$ cat src/rtl/fxp_pkg.sv
// rtl/fxp_pkg.sv - shared sign-magnitude constants and tag type for the scheduled adder
package fxp_pkg;

  // Default operand width and the split into sign bit plus magnitude field
  localparam int FXP_BITSIZE = 16;
  localparam int FXP_MAG_W   = FXP_BITSIZE - 1;

  // Adder pipeline depth; the tag pipeline is sized from this
  localparam int FXP_LATENCY = 2;

  // Requester id field wide enough for up to 8 requesters
  localparam int FXP_ID_W = 3;

  typedef struct packed {
    logic                valid;
    logic [FXP_ID_W-1:0] id;
  } tag_t;

  // Saturated magnitude (all ones) for a magnitude field of mag_w bits
  function automatic logic [63:0] fxp_sat_mag(input int mag_w);
    return ~(64'hFFFF_FFFF_FFFF_FFFF << mag_w);
  endfunction

endpackage

$ cat src/rtl/fixed_point_add.sv
// rtl/fixed_point_add.sv - two-stage registered sign-magnitude adder with saturation
module fixed_point_add
  import fxp_pkg::*;
#(
  parameter int BITSIZE = FXP_BITSIZE
) (
  input  logic               clk,
  input  logic               rst,
  input  logic [BITSIZE-1:0] a,
  input  logic [BITSIZE-1:0] b,
  output logic [BITSIZE-1:0] result
);

  localparam int M = BITSIZE - 1;
  localparam logic [M-1:0] SAT = M'(fxp_sat_mag(M));

  logic [M-1:0] mag_a;
  logic [M-1:0] mag_b;
  logic         sign_a;
  logic         sign_b;

  assign mag_a  = a[M-1:0];
  assign mag_b  = b[M-1:0];
  assign sign_a = a[M];
  assign sign_b = b[M];

  logic         s1_same;
  logic         s1_sign;
  logic [M:0]   s1_sum;
  logic [M-1:0] s1_diff;

  // Stage 1: both candidate magnitudes and the result sign; ties on unlike signs take B's sign
  always_ff @(posedge clk or posedge rst) begin
    if (rst) begin
      s1_same <= 1'b0;
      s1_sign <= 1'b0;
      s1_sum  <= '0;
      s1_diff <= '0;
    end else begin
      s1_same <= (sign_a == sign_b);
      s1_sign <= (sign_a == sign_b) ? sign_a : ((mag_a > mag_b) ? sign_a : sign_b);
      s1_sum  <= {1'b0, mag_a} + {1'b0, mag_b};
      s1_diff <= (mag_a >= mag_b) ? (mag_a - mag_b) : (mag_b - mag_a);
    end
  end

  // Stage 2: pick sum or difference, clamping a carry out of the magnitude field
  always_ff @(posedge clk or posedge rst) begin
    if (rst) begin
      result <= '0;
    end else begin
      result <= {s1_sign, s1_same ? (s1_sum[M] ? SAT : s1_sum[M-1:0]) : s1_diff};
    end
  end

endmodule

$ cat src/rtl/fixed_point_add_sched.sv
// rtl/fixed_point_add_sched.sv - round-robin scheduler sharing one pipelined adder among requesters
module fixed_point_add_sched
  import fxp_pkg::*;
#(
  parameter int BITSIZE = FXP_BITSIZE,
  parameter int NREQ    = 4
) (
  input  logic                    clk,
  input  logic                    rst_n,
  input  logic [NREQ-1:0]         req_valid,
  output logic [NREQ-1:0]         req_ready,
  input  logic [NREQ*BITSIZE-1:0] req_a,
  input  logic [NREQ*BITSIZE-1:0] req_b,
  output logic [NREQ-1:0]         res_valid,
  output logic [BITSIZE-1:0]      res_data,
  output logic                    busy,
  output logic [15:0]             op_count
);

  localparam int PW = (NREQ > 1) ? $clog2(NREQ) : 1;

  logic [NREQ-1:0]    pending;
  logic [NREQ-1:0]    eligible;
  logic [NREQ-1:0]    grant;
  logic [NREQ-1:0]    accept;
  logic [PW-1:0]      rr_ptr;
  logic [PW-1:0]      winner;
  logic               found;
  logic               any_accept;
  int                 idx_i;
  tag_t               tag_pipe [FXP_LATENCY];
  logic [PW-1:0]      out_id;
  logic [BITSIZE-1:0] op_a;
  logic [BITSIZE-1:0] op_b;

  // A requester whose result is on the bus this cycle is free again, so it may be re-granted now
  assign eligible = req_valid & ~(pending & ~res_valid);

  // Round-robin search starting at rr_ptr, wrapping past NREQ-1
  always_comb begin
    found  = 1'b0;
    winner = '0;
    idx_i  = 0;
    for (int k = 0; k < NREQ; k++) begin
      idx_i = int'(rr_ptr) + k;
      if (idx_i >= NREQ) idx_i = idx_i - NREQ;
      if (!found && eligible[idx_i[PW-1:0]]) begin
        found  = 1'b1;
        winner = idx_i[PW-1:0];
      end
    end
  end

  // One-hot grant for the winner of this cycle
  always_comb begin
    grant = '0;
    if (found) grant[winner] = 1'b1;
  end

  assign req_ready  = grant & {NREQ{rst_n}};
  assign accept     = req_valid & req_ready;
  assign any_accept = |accept;

  assign op_a = req_a[winner*BITSIZE +: BITSIZE];
  assign op_b = req_b[winner*BITSIZE +: BITSIZE];

  fixed_point_add #(
    .BITSIZE(BITSIZE)
  ) u_add (
    .clk   (clk),
    .rst   (~rst_n),
    .a     (op_a),
    .b     (op_b),
    .result(res_data)
  );

  // Advance the round-robin pointer past the requester just accepted
  always_ff @(posedge clk or negedge rst_n) begin
    if (!rst_n) begin
      rr_ptr <= '0;
    end else if (any_accept) begin
      rr_ptr <= (winner == PW'(NREQ - 1)) ? '0 : winner + 1'b1;
    end
  end

  // Outstanding-operation flags: a same-edge re-accept wins over the retire
  always_ff @(posedge clk or negedge rst_n) begin
    if (!rst_n) begin
      pending <= '0;
    end else begin
      pending <= (pending & ~res_valid) | accept;
    end
  end

  // Owner tags travel alongside the adder stages so the result is attributed correctly
  always_ff @(posedge clk or negedge rst_n) begin
    if (!rst_n) begin
      for (int i = 0; i < FXP_LATENCY; i++) tag_pipe[i] <= '0;
    end else begin
      tag_pipe[0] <= '{valid: any_accept, id: FXP_ID_W'(winner)};
      for (int i = 1; i < FXP_LATENCY; i++) tag_pipe[i] <= tag_pipe[i-1];
    end
  end

  assign out_id = tag_pipe[FXP_LATENCY-1].id[PW-1:0];

  // Decode the last tag stage into the one-hot result owner
  always_comb begin
    res_valid = '0;
    if (tag_pipe[FXP_LATENCY-1].valid) res_valid[out_id] = 1'b1;
  end

  // Completed-operation counter, wrapping naturally at 16 bits
  always_ff @(posedge clk or negedge rst_n) begin
    if (!rst_n) begin
      op_count <= '0;
    end else if (|res_valid) begin
      op_count <= op_count + 16'd1;
    end
  end

  assign busy = |pending;

endmodule

$ cat config.mk
export PLATFORM = sky130hd
export DESIGN_NAME = fixed_point_add_sched
export DESIGN_NICKNAME = d
export VERILOG_FILES = /design/src/rtl/fxp_pkg.sv /design/src/rtl/fixed_point_add.sv /design/src/rtl/fixed_point_add_sched.sv
export SDC_FILE = /design/constraint.sdc
export NUM_CORES = 1
export LEC_CHECK = 0
export CORE_MARGIN = 2
export CORE_UTILIZATION = 45
export DETAILED_ROUTE_END_ITERATION = 8
export GPL_TIMING_DRIVEN = 0
export HOLD_SLACK_MARGIN = 0.08
export MAX_ROUTING_LAYER = met4
export PLACE_DENSITY = 0.79
export SYNTH_ARGS = -nofsm -noshare
export SYNTH_HDL_FRONTEND = slang
export SYNTH_SLANG_ARGS = --single-unit
$ cat constraint.sdc
create_clock -name clk -period 4.45 [get_ports clk]
set_input_delay 0.6675 -clock clk [delete_from_list [all_inputs] [get_ports clk]]
set_output_delay 0.6675 -clock clk [all_outputs]
set_load 0.01 [all_outputs]
==> summary.md, run 1 <==
| Metric | Value |
|---|---|
| Status | `completed` |
| Tightest Pin Transition | `0.645 ns` |
| Ys flop type | `dfrtp_1` |
| Slew Viols, Final | `0` |
| VDD IR-drop max | `0.176 mV` |
| Vias in the first global route | `5839` |
| Global-route wire length before repair | `29800 um` |
| Share of synthesized registers carrying an async set or reset | `100%` |
| Number of synthesized flops with an enable pin | `0` |
| Routed Antenna Nets | `0` |
| Largest net degree at the start of global routing | `80` |
| Startpoint class of the critical path | `flop` |
| Number of synthesized register bits | `76` |
| Tmin final | `4.44 ns` |
| Period utilization | `99.8%` |
| DRT iter0 DRCs | `342` |
| Share of cells above drive strength 1 | `24.0%` |
| CTS Buf Count | `9` |
| Fillers | `1001` |
| Final setup viols | `0` |
| Die Ht | `122 um` |
| Pre-antenna DRT Iters | `5` |
| Final Hold Violating Endpoints | `0` |
| Antenna violations before repair | `0` |
| Setup Skew | `0.00933 ns` |
| Synth Area in Compound Gates | `15.0%` |
| Die W | `122 um` |
| Worst rel slew slack | `56.6%` |
| Top achievable clock speed | `225 MHz` |
| Area delta synth->final | `55.3%` |
| Final #Nets | `1040` |
| Worst Path Max Fanout | `10` |
| WP data arrival | `4.64 ns` |
| Synth Cell Area | `0.00627 mm2` |
| CP Class | `reg -> reg` |
| Dpl cells | `984` |
| Boundary pin count | `175` |
| Clock Latency Late Sink | `0.33 ns` |
| DRC viols | `0` |
| WP data required | `4.65 ns` |
| Die area | `0.0149 mm2` |
| Register area | `0.00190 mm2` |
| Routability cong. | `0.881` |
| Multi-input logic area | `0.00466 mm2` |
| Largest family of logic cells by synthesized area | `multiplexers` |
| Root Driver | `clkbuf_16` |
| Leakage | `3.86 nW` |
| Reg2reg start | `out_id[0]` |
| Post-DP HPWL | `15000 um` |
| Worst-path clk slew | `0.06 ns` |
| Ys Warns | `0` |
| Cells on worst reg2reg path | `17` |
| Total core area | `0.0137 mm2` |
| Worst Setup EP | `u_add.s1_diff[6]` |
| Yosys top cell by area | `dfrtp_1` |
| GRT overflow | `0` |
| Yosys cell types | `63` |
| Cell area after layout | `0.00974 mm2` |
| Longest Clk Path Bufs | `2` |
| Dpl cell area | `0.00826 mm2` |
| Worst r2r dst | `u_add.s1_diff[6]` |
| CTS tree | `yes` |
| Final Power | `2.59 mW` |
| Vias | `5807` |
| Max cap viols | `0` |
| WL/cell | `19.1 um` |
| GRT Total Usage | `26.4%` |
| Post-synthesis mux area share | `22.4%` |
| CTS Hold Buffers Added | `0` |
| Post-route insts no fill | `1039` |
| Sequential share of the synthesized area | `30.3%` |
| Cells after Synth | `629` |
| Simple-Gate Fraction of Synth Area | `10.3%` |
| Row count | `43` |
| Critical Path End Type | `flop` |
| Crit path from | `out_id[0]` |
| Synth Area in XOR/XNOR | `5.45%` |
| Most numerous cell in the Yosys netlist | `mux2i_1` |
| Adder-cell share of the synthesized area | `10.7%` |
| Starting Density | `45.7%` |
| Area fraction of the dominant cell type after synthesis | `30.3%` |
| Total wire length | `19800 um` |
| PD cells | `266 mW/mm2` |
| Synth Net Count | `815` |
| Unrepaired setup endpoints after global routing | `true` |
| FF-to-FF setup slack | `0.008 ns` |
| Syn Area/Cell | `9.96 um2` |
| Top post-synthesis cells by count | `mux2i_1, dfrtp_1, ha_1` |
| Ant. Diodes | `0` |
| Vias per cell | `5.59` |
| Clk sinks | `76` |
| Area contributors post-synth | `dfrtp_1, mux2i_1, ha_1` |
| CTS H-tree depth | `3` |
| Worst hold path type | `in -> async` |
| IO Port Bufs | `174` |
repair_timing:
action                                  CTS  global route
endpoints found under the setup margin   20            18
gates cloned                              1             4
resized for setup                        76            93
setup buffers                            17            18
pin swaps                                15            20
final cells by class:
type,count,area share [%]
buffer,30,3.50
clock buffer,11,2.49
clock inverter,5,0.861
inverter,30,1.16
multi-input combinational,492,47.9
sequential,76,19.5
tap,180,2.31
timing repair buffer,215,22.3
cells by family (layout without fill, tap and decap cells):
family                   Yosys count  in the layout
multiplexers                     136            136
AND/OR/NAND/NOR                  128            128
AO/OA/AOI/OAI                    137            137
adder cells (fa/ha/maj)           52             52
buffers and inverters             61            291
XOR/XNOR                          39             39
flip-flops                        76             76
through the flow:
stage	setup slack [ns]	TNS [ns]	util (%)	hold slack [ns]
detailed placement	-0.819	-13.54	60.2	0.336
CTS	-0.0453	-0.102	66.1	0.351
finish	0.00845	0	71.0	0.341
global placement	-0.865	-15.07	60.0	0.334
floorplan	0.276	0	-	0.331
global route	-0.143	-1.22	71.0	0.364
worst max-delay path: stages, from the launching register on:
cell,delay [ns]
dfrtp_1,0.41
or3b_4,0.45
a21oi_2,0.25
a32oi_1,0.11
o211a_1,0.19
buf_6,0.14
buf_6,0.15
buf_6,0.18
mux2i_4,0.21
ha_1,0.37
nor2b_4,0.06
or4_4,0.43
o211a_4,0.27
a211oi_4,0.40
nand2_4,0.14
buf_12,0.18
mux2i_4,0.19
xnor2_2,0.17
how the worst min path moves through the flow:
stage / startpoint / end
floorplan: tag_pipe[4] / out_id[0]
global placement: tag_pipe[7] / tag_pipe[3]
detailed placement: tag_pipe[5] / out_id[1]
CTS: tag_pipe[5] / out_id[1]
global route: u_add.s1_sign / u_add.result[15]
finish: rst_n / pending[3]
flip-flops by register name, indices dropped and copies added, names as in the netlist:
register,flops
op_count,16
out_id,2
pending,4
rr_ptr,2
tag_pipe,4
u_add.result,16
u_add.s1_diff,14
u_add.s1_same,1
u_add.s1_sign,1
u_add.s1_sum,16
report_power, final:
group / internal (mW) / total, mW / switching (mW)
combinational: 0.495 / 0.932 / 0.437
sequential: 0.816 / 0.877 / 0.0613
clock: 0.508 / 0.780 / 0.272
metal layers:
| layer | part of all wire [%] | GRT usage [%] | up-vias |
|---|---|---|---|
| met2 | 51 | 44.3 | 220 |
| li1 | - | - | 2722 |
| met5 | 0 | - | - |
| met1 | 42 | 33.3 | 2837 |
| met3 | 5.4 | 2.67 | 28 |
| met4 | 1.7 | 9.05 | 0 |
layout by cell type, fill, tap and decap left out, types with 6 or more instances in the layout:
cell type and instances:
clkbuf_16 13, a21oi_1 39, o21ai_0 16, mux2_1 9
mux2i_1 62, nor3_1 10, o21bai_1 12, o22a_1 13
ha_4 6, nand2_1 28, clkdlybuf4s50_1 170, buf_12 7
buf_4 41, nor2_1 38, mux2_2 19, xnor2_1 29
buf_6 12, ha_1 39, mux2i_2 26, inv_1 26
nand3_1 7, dfrtp_1 76, mux2i_4 15
Power figures use the tool's default switching activity.
==> run 2, diff against run 1 <==
- CORE_UTILIZATION: 45 -> 49
- PLACE_DENSITY: 0.79 -> 0.81
- SETUP_SLACK_MARGIN: unset -> 0.5
- clock period: 4.45 -> 4.6 ns (I/O delays scaled with it)
==> run 2 against run 1 <==
Clock skew about the same. Sequential share of layout area decreased by 0.98 points. Clock power decreased by 11%. Worst setup slack improved by 0.14 ns. Critical endpoint unchanged. Sequential cell count unchanged. Global-route usage increased by 3.2 points. Count of clock-buffer cells in the layout unchanged. Combinational power increased by 6.3%. Fmax decreased by 0.25%. Largest cell class unchanged. Register-to-register slack improved by 0.14 ns.
==> summary.md, run 2 (same netlist as run 1, synthesis figures left out) <==
| Metric | Value |
|---|---|
| Routability cong. | `0.908 (was 0.881)` |
| Starting Density | `49.9% (was 45.7%)` |
| Ant. Diodes | `0 (unchanged)` |
| Antenna violations before repair | `0 (unchanged)` |
| CTS tree | `yes (unchanged)` |
| Largest registers | `op_count: 16 flops, u_add.result: 16 flops, u_add.s1_sum: 16 flops (unchanged)` |
| CP max stage delay | `0.43 ns (was 0.45 ns)` |
| Routed Antenna Nets | `0 (unchanged)` |
| Worst-path clk slew | `0.05 ns (was 0.06 ns)` |
| Setup Skew | `0.00907 ns (was 0.00933 ns)` |
| Die W | `117 um (was 122 um)` |
| Period utilization | `96.8% (was 99.8%)` |
| WP data required | `4.82 ns (was 4.65 ns)` |
| Root Driver | `clkbuf_16 (unchanged)` |
| Die Ht | `117 um (was 122 um)` |
| CTS Hold Buffers Added | `0 (unchanged)` |
| Hold Path Depth | `0` |
| Commonest non-fill, non-tap cell in the layout | `clkdlybuf4s50_1 (unchanged)` |
| Boundary pin count | `175 (unchanged)` |
| Commonest non-fill, non-tap cells in the layout | `clkdlybuf4s50_1, dfrtp_1, buf_4, mux2i_1, ha_1 (was clkdlybuf4s50_1, dfrtp_1, mux2i_1, buf_4)` |
| Global-route wire length before repair | `30300 um (was 29800 um)` |
| Post-DP HPWL | `14900 um (was 15000 um)` |
| GRT overflow | `0 (unchanged)` |
| Area delta synth->final | `63.5% (was 55.3%)` |
| Largest net degree at the start of global routing | `80 (unchanged)` |
| DRT iter0 DRCs | `492 (was 342)` |
| Clk sinks | `76 (unchanged)` |
| Leakage | `3.99 nW (was 3.86 nW)` |
| GRT Total Usage | `29.6% (was 26.4%)` |
| Final Hold Violating Endpoints | `0 (unchanged)` |
| Worst hold path type | `reg -> reg (was in -> async)` |
| Critical Path End Type | `flop (unchanged)` |
| Finished Core Util | `81.5% (was 71.0%)` |
| Final Power | `2.53 mW (was 2.59 mW)` |
| CP cell instances | `buf_6 > and3b_2 > o21ai_4 > nand3_2 > o221ai_2 > o211a_4 > buf_12 > buf_12 > mux2i_1 > mux2i_1 > ha_2 > nand2b_1 > a311o_1 > o211a_4 > a211oi_4 > nand2_4 > buf_12 > mux2i_4 > xnor2_2 (was or3b_4 > a21oi_2 > a32oi_1 > o211a_1 > buf_6 > buf_6 > buf_6 > mux2i_4 > ha_1 > nor2b_4 > or4_4 > o211a_4 > a211oi_4 > nand2_4 > buf_12 > mux2i_4 > xnor2_2)` |
| Buffers and inverters on the worst path | `4 (unchanged)` |
| CP top delay family | `compound AO/OA/AOI/OAI gates (unchanged)` |
| CTS H-tree depth | `3 (unchanged)` |
| Final setup viols | `0 (unchanged)` |
| VDD IR-drop max | `0.160 mV (was 0.176 mV)` |
| Slew Viols, Final | `0 (unchanged)` |
| Worst Path Max Fanout | `7 (was 10)` |
| Pre-antenna DRT Iters | `6 (was 5)` |
| Clock Latency Late Sink | `0.33 ns (about the same)` |
| Die area | `0.0137 mm2 (was 0.0149 mm2)` |
| Longest Clk Path Bufs | `2 (unchanged)` |
| Critical path depth | `19 (was 17)` |
| Tmin final | `4.45 ns (was 4.44 ns)` |
| Max cap viols | `0 (unchanged)` |
| IO Port Bufs | `174 (unchanged)` |
| Row count | `41 (was 43)` |
| Final #Nets | `1055 (was 1040)` |
| Startpoint class of the critical path | `flop (unchanged)` |
| Crit path top cell by count | `buf_12 (was buf_6)` |
| PD cells | `247 mW/mm2 (was 266 mW/mm2)` |
| Cells on worst reg2reg path | `19 (was 17)` |
| WL/cell | `20.4 um (was 19.1 um)` |
| Vias in the first global route | `5944 (was 5839)` |
| Total core area | `0.0126 mm2 (was 0.0137 mm2)` |
| WP data arrival | `4.68 ns (was 4.64 ns)` |
| Unrepaired setup endpoints after global routing | `true (unchanged)` |
| CP Class | `reg -> reg (unchanged)` |
| Worst rel slew slack | `38.3% (was 56.6%)` |
| Status | `completed (unchanged)` |
| Vias | `5995 (was 5807)` |
| Tightest Pin Transition | `0.925 ns (was 0.645 ns)` |
| Total wire length | `21300 um (was 19800 um)` |
| Vias per cell | `5.74 (was 5.59)` |
| Top achievable clock speed | `225 MHz (about the same)` |
| CTS Buf Count | `9 (unchanged)` |
| Share of cells above drive strength 1 | `30.9% (was 24.0%)` |
| Slowest stage cell, crit path | `ha_2 (was or3b_4)` |
| DRC viols | `0 (unchanged)` |
run 2: routing by layer:
layer,wire length [um],track usage (%),vias to the layer above
met2,11000,49.6,268
li1,-,-,2748
met5,0,-,-
met4,547,11.8,0
met1,8870,36.8,2931
met3,974,2.99,48
run 2: stage by stage:
step           hold slack (ns)  instances  setup TNS, ns  setup slack [ns]  instance area, um2
2_1_floorplan            0.331        629              0             0.511                6300
3_3_place_gp             0.332        975          -9.55            -0.716                8260
3_5_place_dp             0.336        975          -8.87            -0.696                8260
4_1_cts                  0.349       1014              0             0.220                9240
5_1_grt                  0.356       1045              0            0.0455               10200
6_report                 0.347       1045              0             0.147               10200
run 2: final timing paths:
path                              from               end  slack, ns
min in group asynchronous        rst_n  u_add.result[15]       0.49
hold reg to reg            tag_pipe[7]       tag_pipe[3]       0.35
max in group asynchronous        rst_n  u_add.s1_diff[6]       3.50
setup reg to reg           tag_pipe[3]  u_add.s1_diff[6]       0.15
hold / removal             tag_pipe[7]       tag_pipe[3]       0.35
setup / recovery           tag_pipe[3]  u_add.s1_diff[6]       0.15
run 2: what timing repair did:
| action | 4_1_cts | 5_1_grt |
|---|---|---|
| pin swaps | 19 | 39 |
| gates resized for setup | 110 | 133 |
| setup buffers | 23 | 27 |
| cloned | 1 | 4 |
| setup endpoints to repair | 24 | 24 |
run 2: where the power goes:
part | switching (mW) | total, mW | internal [mW]
Combinational | 0.469 | 0.991 | 0.522
Clock | 0.248 | 0.693 | 0.445
Sequential | 0.0606 | 0.850 | 0.790
Total | 0.778 | 2.53 | 1.76
run 2: final cells by class:
type                       instances  area, um2
clock inverter                     4       48.8
inverter                          30        123
timing repair buffer             229       2270
tap                              172        215
multi-input combinational        492       5040
clock buffer                      11        253
fill                             740       2320
buffer                            31        402
sequential                        76       1900
==> RTL change: new RTL, settings of run 1 <==
Put one more register stage on the output `op_count`. The value now appears one clock later. The other outputs are not delayed to match.
--- a/src/rtl/fixed_point_add_sched.sv
+++ b/src/rtl/fixed_point_add_sched.sv
@@ -20,2 +20,4 @@
   localparam int PW = (NREQ > 1) ? $clog2(NREQ) : 1;
+
+  logic [15:0] op_count_s0;
 
@@ -115,5 +117,5 @@
     if (!rst_n) begin
-      op_count <= '0;
+      op_count_s0 <= '0;
     end else if (|res_valid) begin
-      op_count <= op_count + 16'd1;
+      op_count_s0 <= op_count_s0 + 16'd1;
     end
@@ -123,2 +125,6 @@
 
+  always_ff @(posedge clk) begin
+    op_count <= op_count_s0;
+  end
+
 endmodule
Formal check against the unedited RTL: not equivalent (Yosys sat finds a counterexample within 4 cycles, from zero or initial values and one cycle with rst_n low).
==> RTL change against run 1 <==
The run now ends with negative setup slack left. Final area grew 8.6%. Power increased by 0.89%. Routed wire length grew 6.4%. Via count is 0.76% higher. Sequential cell count is 16 higher. Worst hold slack worse by 0.20 ns. Synthesized area is 0.24% lower. Setup slack got worse by 0.46 ns. Critical path type unchanged.
==> RTL change: results (changes against run 1) <==
INFO  logic_synthesis ys_async_sr_fraction=0.826 [was 1.00]
INFO  sta            timing.clock.skew=0.00951ns [was 0.00933 ns]
INFO  routing        route.vias.total=5851 [was 5807]
INFO  grt            grt_first_pass_wirelength=30900um [was 29800 um]
INFO  sta            worstMarginPinSlew=0.686ns [was 0.645 ns]
INFO  logic_synthesis synthTopCellsByArea=sky130_fd_sc_hd__dfrtp_1, sky130_fd_sc_hd__mux2i_1, sky130_fd_sc_hd__ha_1, sky130_fd_sc_hd__xnor2_1, sky130_fd_sc_hd__dfxtp_1 [was sky130_fd_sc_hd__dfrtp_1, sky130_fd_sc_hd__mux2i_1, sky130_fd_sc_hd__ha_1, sky130_fd_sc_hd__xnor2_1, sky130_fd_sc_hd__mux2_2]
INFO  final_layout   nFillCells=911 [was 1001]
INFO  routing        drt-initial-drc-count=349 [was 342]
INFO  logic_synthesis synthAdderAreaFrac=0.108 [was 0.107]
INFO  routing        route.final.wire_length=21100um [was 19800 um]
INFO  run_status     violations=negative setup slack
INFO  worst_setup_path slowest_stage=sky130_fd_sc_hd__fa_1 [was sky130_fd_sc_hd__or3b_4]
INFO  place          dpl.hpwl=14200um [was 15000 um]
INFO  place          pre_cts_setup_slack=-1.22ns [was -0.819 ns]
INFO  sta            totalNegativeSetupSlack=-4.08ns [was 0 ns]
INFO  run_status     outcome=complete, but fails checks [was finished clean]
INFO  worst_setup_path timing.critical_path.fanout_max=6 [was 10]
INFO  logic_synthesis syn-num-nets=819 [was 815]
INFO  power_and_ir_drop ir_drop=0.191mV [was 0.176 mV]
INFO  grt            first_global_vias=5863 [was 5839]
INFO  worst_setup_path timing.critical_path.arrival=5.12ns [was 4.64 ns]
INFO  place          detailed_place.area=8280um2 [was 8260 um2]
INFO  place          finalWeightedCongestion=0.894 [was 0.881]
INFO  logic_synthesis synthDistinctLibCells=70 [was 63]
INFO  cts            htree_num_levels=3 [unchanged]
INFO  final_layout   drive_gt1_frac=0.316 [was 0.240]
INFO  logic_synthesis synthXorXnorAreaFrac=0.0574 [was 0.0545]
INFO  logic_synthesis synth.top_cells.by_count=sky130_fd_sc_hd__mux2i_1, sky130_fd_sc_hd__dfrtp_1, sky130_fd_sc_hd__inv_1 [was sky130_fd_sc_hd__mux2i_1, sky130_fd_sc_hd__dfrtp_1, sky130_fd_sc_hd__ha_1]
INFO  logic_synthesis post_synthesis_compound_gate_area_fraction=0.133 [was 0.150]
INFO  sta            final.setup.worst_slack=-0.451ns [was 0.00845 ns]
INFO  sta            setup_viol=18 [was 0]
INFO  worst_setup_path rr_startpoint=out_id[1] [was out_id[0]]
INFO  power_and_ir_drop power.leakage=4.61nW [was 3.86 nW]
INFO  cts            clkLatencyLatePin=0.35ns [was 0.33 ns]
INFO  final_layout   final_net_count=1086 [was 1040]
-- RTL change: metrics by stage --
step,std cells,hold slack (ns)
6_report,1085,0.137
5_1_grt,1085,0.142
4_1_cts,1064,0.135
3_5_place_dp,988,0.338
3_3_place_gp,987,0.333
2_1_floorplan,633,0.331
-- RTL change: layout make-up --
type,instances,area (um2),area share
tap,180,225,0.0213
timing repair buffer,262,2580,0.244
sequential,92,2220,0.210
clock buffer,9,225,0.0213
inverter,53,208,0.0196
buffer,25,322,0.0304
multi-input combinational,457,4720,0.447
clock inverter,7,62.6,0.00592
-- RTL change: timing repair --
item                                    CTS  global route
buffers inserted                         60            23
cloned                                    5             2
pin swaps                                46            38
resized for setup                       193            80
endpoints found under the setup margin   23            21
-- RTL change: routing by layer --
metal  vias to the layer above  GRT usage  share of wire
li1                       2755          -              -
met1                      2853      0.365           0.43
met2                       206      0.468           0.51
met3                        37     0.0248          0.047
met4                         0     0.0661          0.019
met5                         -          -              0
-- RTL change: worst paths after layout --
check	end	slack, ns	cells after the start
max in group asynchronous	u_add.result[10]	3.75	2
min reg2reg	tag_pipe[3]	0.35	0
max reg2reg	u_add.s1_diff[10]	-0.45	22
max	u_add.s1_diff[10]	-0.45	22
min in group clk	tag_pipe[3]	0.35	0
min	op_count_s0[3]	0.14	1
-- RTL change: kinds of logic (layout without fill, tap and decap cells) --
| family | after synthesis | after routing |
|---|---|---|
| and+or+nand+nor | 148 | 148 |
| AOI/OAI and AO/OA | 114 | 114 |
| muxes | 102 | 102 |
| DFF | 92 | 92 |
| buffers and inverters | 84 | 356 |
| adders and majority gates | 52 | 52 |
| xor gates and xnor gates | 41 | 41 |
-- RTL change: power by group --
group | leakage, nW | switching (W) | internal [W]
Combinational | 3.43 | 0.000424 | 0.000487
Clock | 0.145 | 0.000347 | 0.000392
Sequential | 1.04 | 0.0000296 | 0.000932
Total | 4.61 | 0.000801 | 0.00181
-- RTL change: worst max-delay path, delay by kind of cell, from the launching register on --
family / cells / cell delay [ns]
mux: 3 / 0.57
fa+ha+maj: 2 / 0.68
simple gates: 4 / 0.89
buf+inv: 6 / 0.73
xor+xnor: 1 / 0.14
flops: 1 / 0.41
compound gates: 6 / 1.32
